--- config.mk ---
export PLATFORM = sky130hd
export DESIGN_NAME = uni_shift_reg
export DESIGN_NICKNAME = d
export VERILOG_FILES = /design/src/rtl/uni_shift_reg.sv
export SDC_FILE = /design/constraint.sdc
export NUM_CORES = 1
export LEC_CHECK = 0
export BUFFER_PORTS_ARGS = -buffer_cell sky130_fd_sc_hd__buf_2
export CELL_PAD_IN_SITES_DETAIL_PLACEMENT = 1
export CELL_PAD_IN_SITES_GLOBAL_PLACEMENT = 1
export CORE_UTILIZATION = 41
export CTS_BUF_LIST = sky130_fd_sc_hd__clkbuf_4 sky130_fd_sc_hd__clkbuf_8
export DETAILED_ROUTE_END_ITERATION = 8
export GPL_TIMING_DRIVEN = 0
export PLACE_DENSITY_LB_ADDON = 0.1
export SYNTH_ARGS = -nofsm -noshare
export SYNTH_HDL_FRONTEND = slang
export SYNTH_SLANG_ARGS = --single-unit
--- constraint.sdc ---
create_clock -name clk -period 1.9 [get_ports clk]
set_input_delay 0.38 -clock clk [delete_from_list [all_inputs] [get_ports clk]]
set_output_delay 0.38 -clock clk [all_outputs]
set_load 0.01 [all_outputs]
--- src/rtl/uni_shift_reg.sv ---
// Universal WIDTH-bit shift register with manual modes and an autonomous burst shifter.
// Optional feature: define SHREG_PARITY_EN for a registered even-parity output.
module uni_shift_reg #(
  parameter int WIDTH = 8,
  parameter int CW    = 4
) (
  input  logic             clk,
  input  logic             rst,
  input  logic             en,
  input  logic [2:0]       mode,
  input  logic             sin,
  input  logic [WIDTH-1:0] pdata,
  input  logic             start,
  input  logic             bdir,
  input  logic [CW-1:0]    bcnt,
  output logic [WIDTH-1:0] q,
  output logic             sout,
  output logic             busy,
  output logic             done,
  output logic             parity
);

  typedef enum logic [1:0] {IDLE, SHIFT, DONE} state_t;

  state_t           r_state, w_state_nxt;
  logic [WIDTH-1:0] r_q, w_q_nxt;
  logic             r_sout, w_sout_nxt;
  logic [CW-1:0]    r_cnt, w_cnt_nxt;
  logic             r_dir, w_dir_nxt;

  always_ff @(posedge clk) begin
    if (rst) begin
      r_state <= IDLE;
      r_q     <= '0;
      r_sout  <= 1'b0;
      r_cnt   <= '0;
      r_dir   <= 1'b0;
    end else begin
      r_state <= w_state_nxt;
      r_q     <= w_q_nxt;
      r_sout  <= w_sout_nxt;
      r_cnt   <= w_cnt_nxt;
      r_dir   <= w_dir_nxt;
    end
  end

  always_comb begin
    w_state_nxt = r_state;
    w_q_nxt     = r_q;
    w_sout_nxt  = r_sout;
    w_cnt_nxt   = r_cnt;
    w_dir_nxt   = r_dir;
    unique case (r_state)
      IDLE: begin
        // start outranks mode and does not need en
        if (start) begin
          w_cnt_nxt   = bcnt;
          w_dir_nxt   = bdir;
          w_state_nxt = (bcnt == '0) ? DONE : SHIFT;
        end else if (en) begin
          unique case (mode)
            3'b000: ;
            3'b001: w_q_nxt = pdata;
            3'b010: begin w_q_nxt = {r_q[WIDTH-2:0], sin};        w_sout_nxt = r_q[WIDTH-1]; end
            3'b011: begin w_q_nxt = {sin, r_q[WIDTH-1:1]};        w_sout_nxt = r_q[0];       end
            3'b100: begin w_q_nxt = {r_q[WIDTH-2:0], r_q[WIDTH-1]}; w_sout_nxt = r_q[WIDTH-1]; end
            3'b101: begin w_q_nxt = {r_q[0], r_q[WIDTH-1:1]};     w_sout_nxt = r_q[0];       end
            3'b110: begin w_q_nxt = {r_q[WIDTH-1], r_q[WIDTH-1:1]}; w_sout_nxt = r_q[0];     end
            default: w_q_nxt = '0;
          endcase
        end
      end
      SHIFT: begin
        if (en && r_cnt != '0) begin
          if (r_dir) begin
            w_q_nxt    = {sin, r_q[WIDTH-1:1]};
            w_sout_nxt = r_q[0];
          end else begin
            w_q_nxt    = {r_q[WIDTH-2:0], sin};
            w_sout_nxt = r_q[WIDTH-1];
          end
          w_cnt_nxt = r_cnt - 1'b1;
          if (r_cnt == CW'(1)) w_state_nxt = DONE;
        end
      end
      DONE:    w_state_nxt = IDLE;
      default: w_state_nxt = IDLE;
    endcase
  end

  assign q    = r_q;
  assign sout = r_sout;
  assign busy = (r_state != IDLE);
  assign done = (r_state == DONE);

`ifdef SHREG_PARITY_EN
  logic r_parity;
  // computed from the next q so it lands on the same edge as q
  always_ff @(posedge clk) begin
    if (rst) r_parity <= 1'b0;
    else     r_parity <= ^w_q_nxt;
  end
  assign parity = r_parity;
`else
  assign parity = 1'b0;
`endif

endmodule

==> results by group <==
Placement
  • Dpl hpwl: 3160 um
  • # port buffers: 28
  • Pre-CTS WS: 32.1 ps
  • Routability cong.: 0.757

Global routing
  • Tot GR Track Use: 24.6%
  • Number of global-route vias before repair: 1329
  • Largest net degree at the start of global routing: 11
  • First-pass GRT wire length: 6690 um
  • Initial antenna violation count: 0
  • Overflow after GRT: 0

STA
  • Fmax: 0.553 GHz
  • Slew Viols, Final: 0
  • Hold Slack: 338 ps
  • Final min period: 1810 ps
  • TNS Setup: 0 ps
  • Layout Skew: 6.65 ps
  • Worst setup margin: 92.0 ps
  • Slew @ Worst Pin: 516 ps
  • RSZ-0062 raised after global routing: false
  • Slew headroom: 65.6%
  • Final hold viol count: 0
  • Finish-stage setup viols: 0
  • Final worst path period share: 95.2%

Yosys
  • Synth cell types: 48
  • EDFF count, synth: 0
  • Seq cells post-synth: 16
  • Warnings from Yosys: 0
  • Top cell type's share of synthesized area: 22.5%
  • Post-synthesis async set-or-reset flop share: 0%
  • Main synth FF type: dfxtp_1
  • Synth top area cells: dfxtp_1 22%, mux2_2 7.9%, mux2i_1 6.3%
  • Synthesized Nets: 197
  • Top post-synthesis cells by count: 16 x a21oi_1, 16 x dfxtp_1, 16 x nor2_1
  • Syn Area/Cell: 8.18 um^2
  • Cell taking the most area after synthesis: dfxtp_1
  • Post-synthesis sequential area ratio: 22.5%
  • Synth Instances: 174
  • Post-Syn Area: 0.00142 mm^2

Run status
  • Status: completed

Layout
  • Fillers: 435
  • Number of diodes: 0
  • Share of cells above drive strength 1: 33.0%
  • Multi-input logic area: 0.00101 mm^2
  • Synthesis-to-layout area growth: 19.0%
  • Register area: 320 um^2
  • Net count, final: 233

Clocking
  • Cts-stage hold buffer count: 0
  • Maximum root-to-sink buffer count: 2
  • Root buf cell: clkbuf_4
  • TritonCTS Sinks: 16
  • Clock Latency Late Sink: 300 ps
  • TritonCTS Buffers: 3
  • TritonCTS clock tree: built
  • H-tree depth: 1
  • Reg clk slew, reported paths: 110 ps

Detailed routing
  • First-pass iteration count of the detailed router: 4
  • Total Wirelength: 4230 um
  • Detailed-route via count: 1460
  • DRC violations left: 0
  • Initial DRC count: 56
  • Wire per inst: 16.6 um
  • Post-route ant nets: 0
  • Drt via density: 5.73

Pwr
  • Max IR drop VDD: 0.461 mV
  • Power Density: 633 mW/mm^2
  • Leakage: 0.684 nW

Floorplanning
  • Die ar.: 0.00371 mm^2
  • Initial core utilization: 42.7%
  • DIE HEIGHT: 60.9 um
  • Top-Level Pins: 33
  • Core area: 0.00334 mm^2
  • DIE WIDTH: 60.9 um
  • Row cnt: 21

Hold path
  • Worst hold path type: in -> reg

Setup path
  • Worst path depth: 7
  • Worst reg2reg path depth: 7
  • Slowest CP cell: dfxtp_1
  • CP max FO: 7
  • Worst R2R Setup Slack: 90 ps
  • Slowest stage delay, CP: 370 ps
  • Crit path from: r_cnt[0]$_SDFFE_PP0P_
  • Req. time, crit path: 2110 ps
  • Data arrival, critical path: 2020 ps
  • CP bufs+invs: 2
  • Reg2Reg Launch Point: r_cnt[0]$_SDFFE_PP0P_
  • Top delay family on crit path: simple AND/OR/NAND/NOR gates
  • Critical Path Sink Type: flop
  • Worst Setup Start Kind: flop
  • Cell Chain, Critical Path: inv_1, ha_1, nor3b_4, o22ai_4, and2_1, buf_2, a311oi_2
  • CP Capture Point: q[1]$_SDFFE_PP0P_
  • Reg2reg end: q[1]$_SDFFE_PP0P_
  • Crit Path Class: reg -> reg

Job
  • Max_cap viols: 0
[cells in the final DEF, fill, tap and decap left out, drive strengths merged]
| cell | count |
|---|---|
| a32o | 6 |
| a221oi | 1 |
| a41o | 1 |
| a22oi | 2 |
| or3b | 2 |
| a311oi | 7 |
| nand2b | 3 |
| clkbuf | 7 |
| a21oi | 16 |
| or2 | 2 |
| a31oi | 1 |
| and3 | 2 |
| mux2 | 10 |
| a31o | 1 |
| nor4 | 3 |
| o221ai | 1 |
| nand3 | 1 |
| o31ai | 1 |
| a211oi | 5 |
| o22ai | 1 |
| nor2b | 7 |
| o21ai | 10 |
| a21boi | 1 |
| nor3 | 4 |
| nor2 | 16 |
| dfxtp | 16 |
| o32ai | 1 |
| nand4b | 1 |
| nand3b | 3 |
| nand2 | 11 |
| and2 | 1 |
| conb | 1 |
| nand4 | 1 |
| nor3b | 3 |
| buf | 43 |
| ha | 2 |
| xnor2 | 2 |
| mux2i | 9 |
| inv | 4 |
[tightest hold or removal path, cell delays in order]
cell	delay, ps
buf_2	80
mux2i_1	50
nor2_1	80
[state kept, by name (all words and copies together) (netlist names)]
register  count
r_dir         1
r_state       2
r_cnt         4
sout          1
q             8
[through the flow]
step | cells | instance area [um^2] | power, mW | utilization (%)
4_1_cts | 252 | 1660 | 1.05 | 49.7
6_report | 255 | 1690 | 1.07 | 50.8
3_5_place_dp | 248 | 1620 | 0.807 | 48.6
5_1_grt | 255 | 1690 | 1.15 | 50.8
2_1_floorplan | 174 | 1420 | 0.686 | -
3_3_place_gp | 248 | 1620 | 0.789 | 48.6
[cell type report]
type / instances / area share, %
plain buffers: 15 / 5.32
inverters: 4 / 0.886
multi-input cells: 139 / 59.7
well taps: 46 / 3.40
flip-flops and latches: 16 / 18.9
clock buffers: 4 / 2.14
repair buffers: 31 / 9.60
[power breakdown]
part           total (mW)  switching (mW)  internal, mW
clock               0.240           0.123         0.117
combinational       0.414           0.221         0.193
sequential          0.418          0.0508         0.367
total                1.07           0.395         0.677
[worst min-delay path by stage]
stage                               start               endpoint  cells after the start  slack (ps)
floorplan           r_cnt[3]$_SDFFE_PP0P_  r_cnt[3]$_SDFFE_PP0P_                      2         490
global route                         bdir     r_dir$_SDFFE_PP0P_                      3         340
finish                               bdir     r_dir$_SDFFE_PP0P_                      3         340
detailed placement      sout$_SDFFE_PP0P_      sout$_SDFFE_PP0P_                      2         530
CTS                                  bdir     r_dir$_SDFFE_PP0P_                      3         340
global placement        sout$_SDFFE_PP0P_      sout$_SDFFE_PP0P_                      2         500
[kinds of logic after synthesis]
family | Yosys count | synth area share (%)
and+or+nand+nor | 60 | 24.4
AOI/OAI and AO/OA | 55 | 27.7
muxes | 19 | 14.2
buffers and inverters | 19 | 7.38
DFF | 16 | 22.5
adders and majority gates | 2 | 1.76
xor gates and xnor gates | 2 | 1.76
other | 1 | 0.263
[timing repair]
action,in CTS,in global routing
resized for setup,0,2
hold endpoints to repair,0,0
endpoints found under the setup margin,0,7
buffers inserted,0,3
[per-layer routing]
metal,track usage [%],routed length [um],vias up
li1,-,-,724
met1,35.6,2060,713
met2,39.7,2040,23
met3,4.48,132,0
met4,1.95,0,0
met5,0,0,-
No activity file was read; power rests on OpenSTA's default activity.
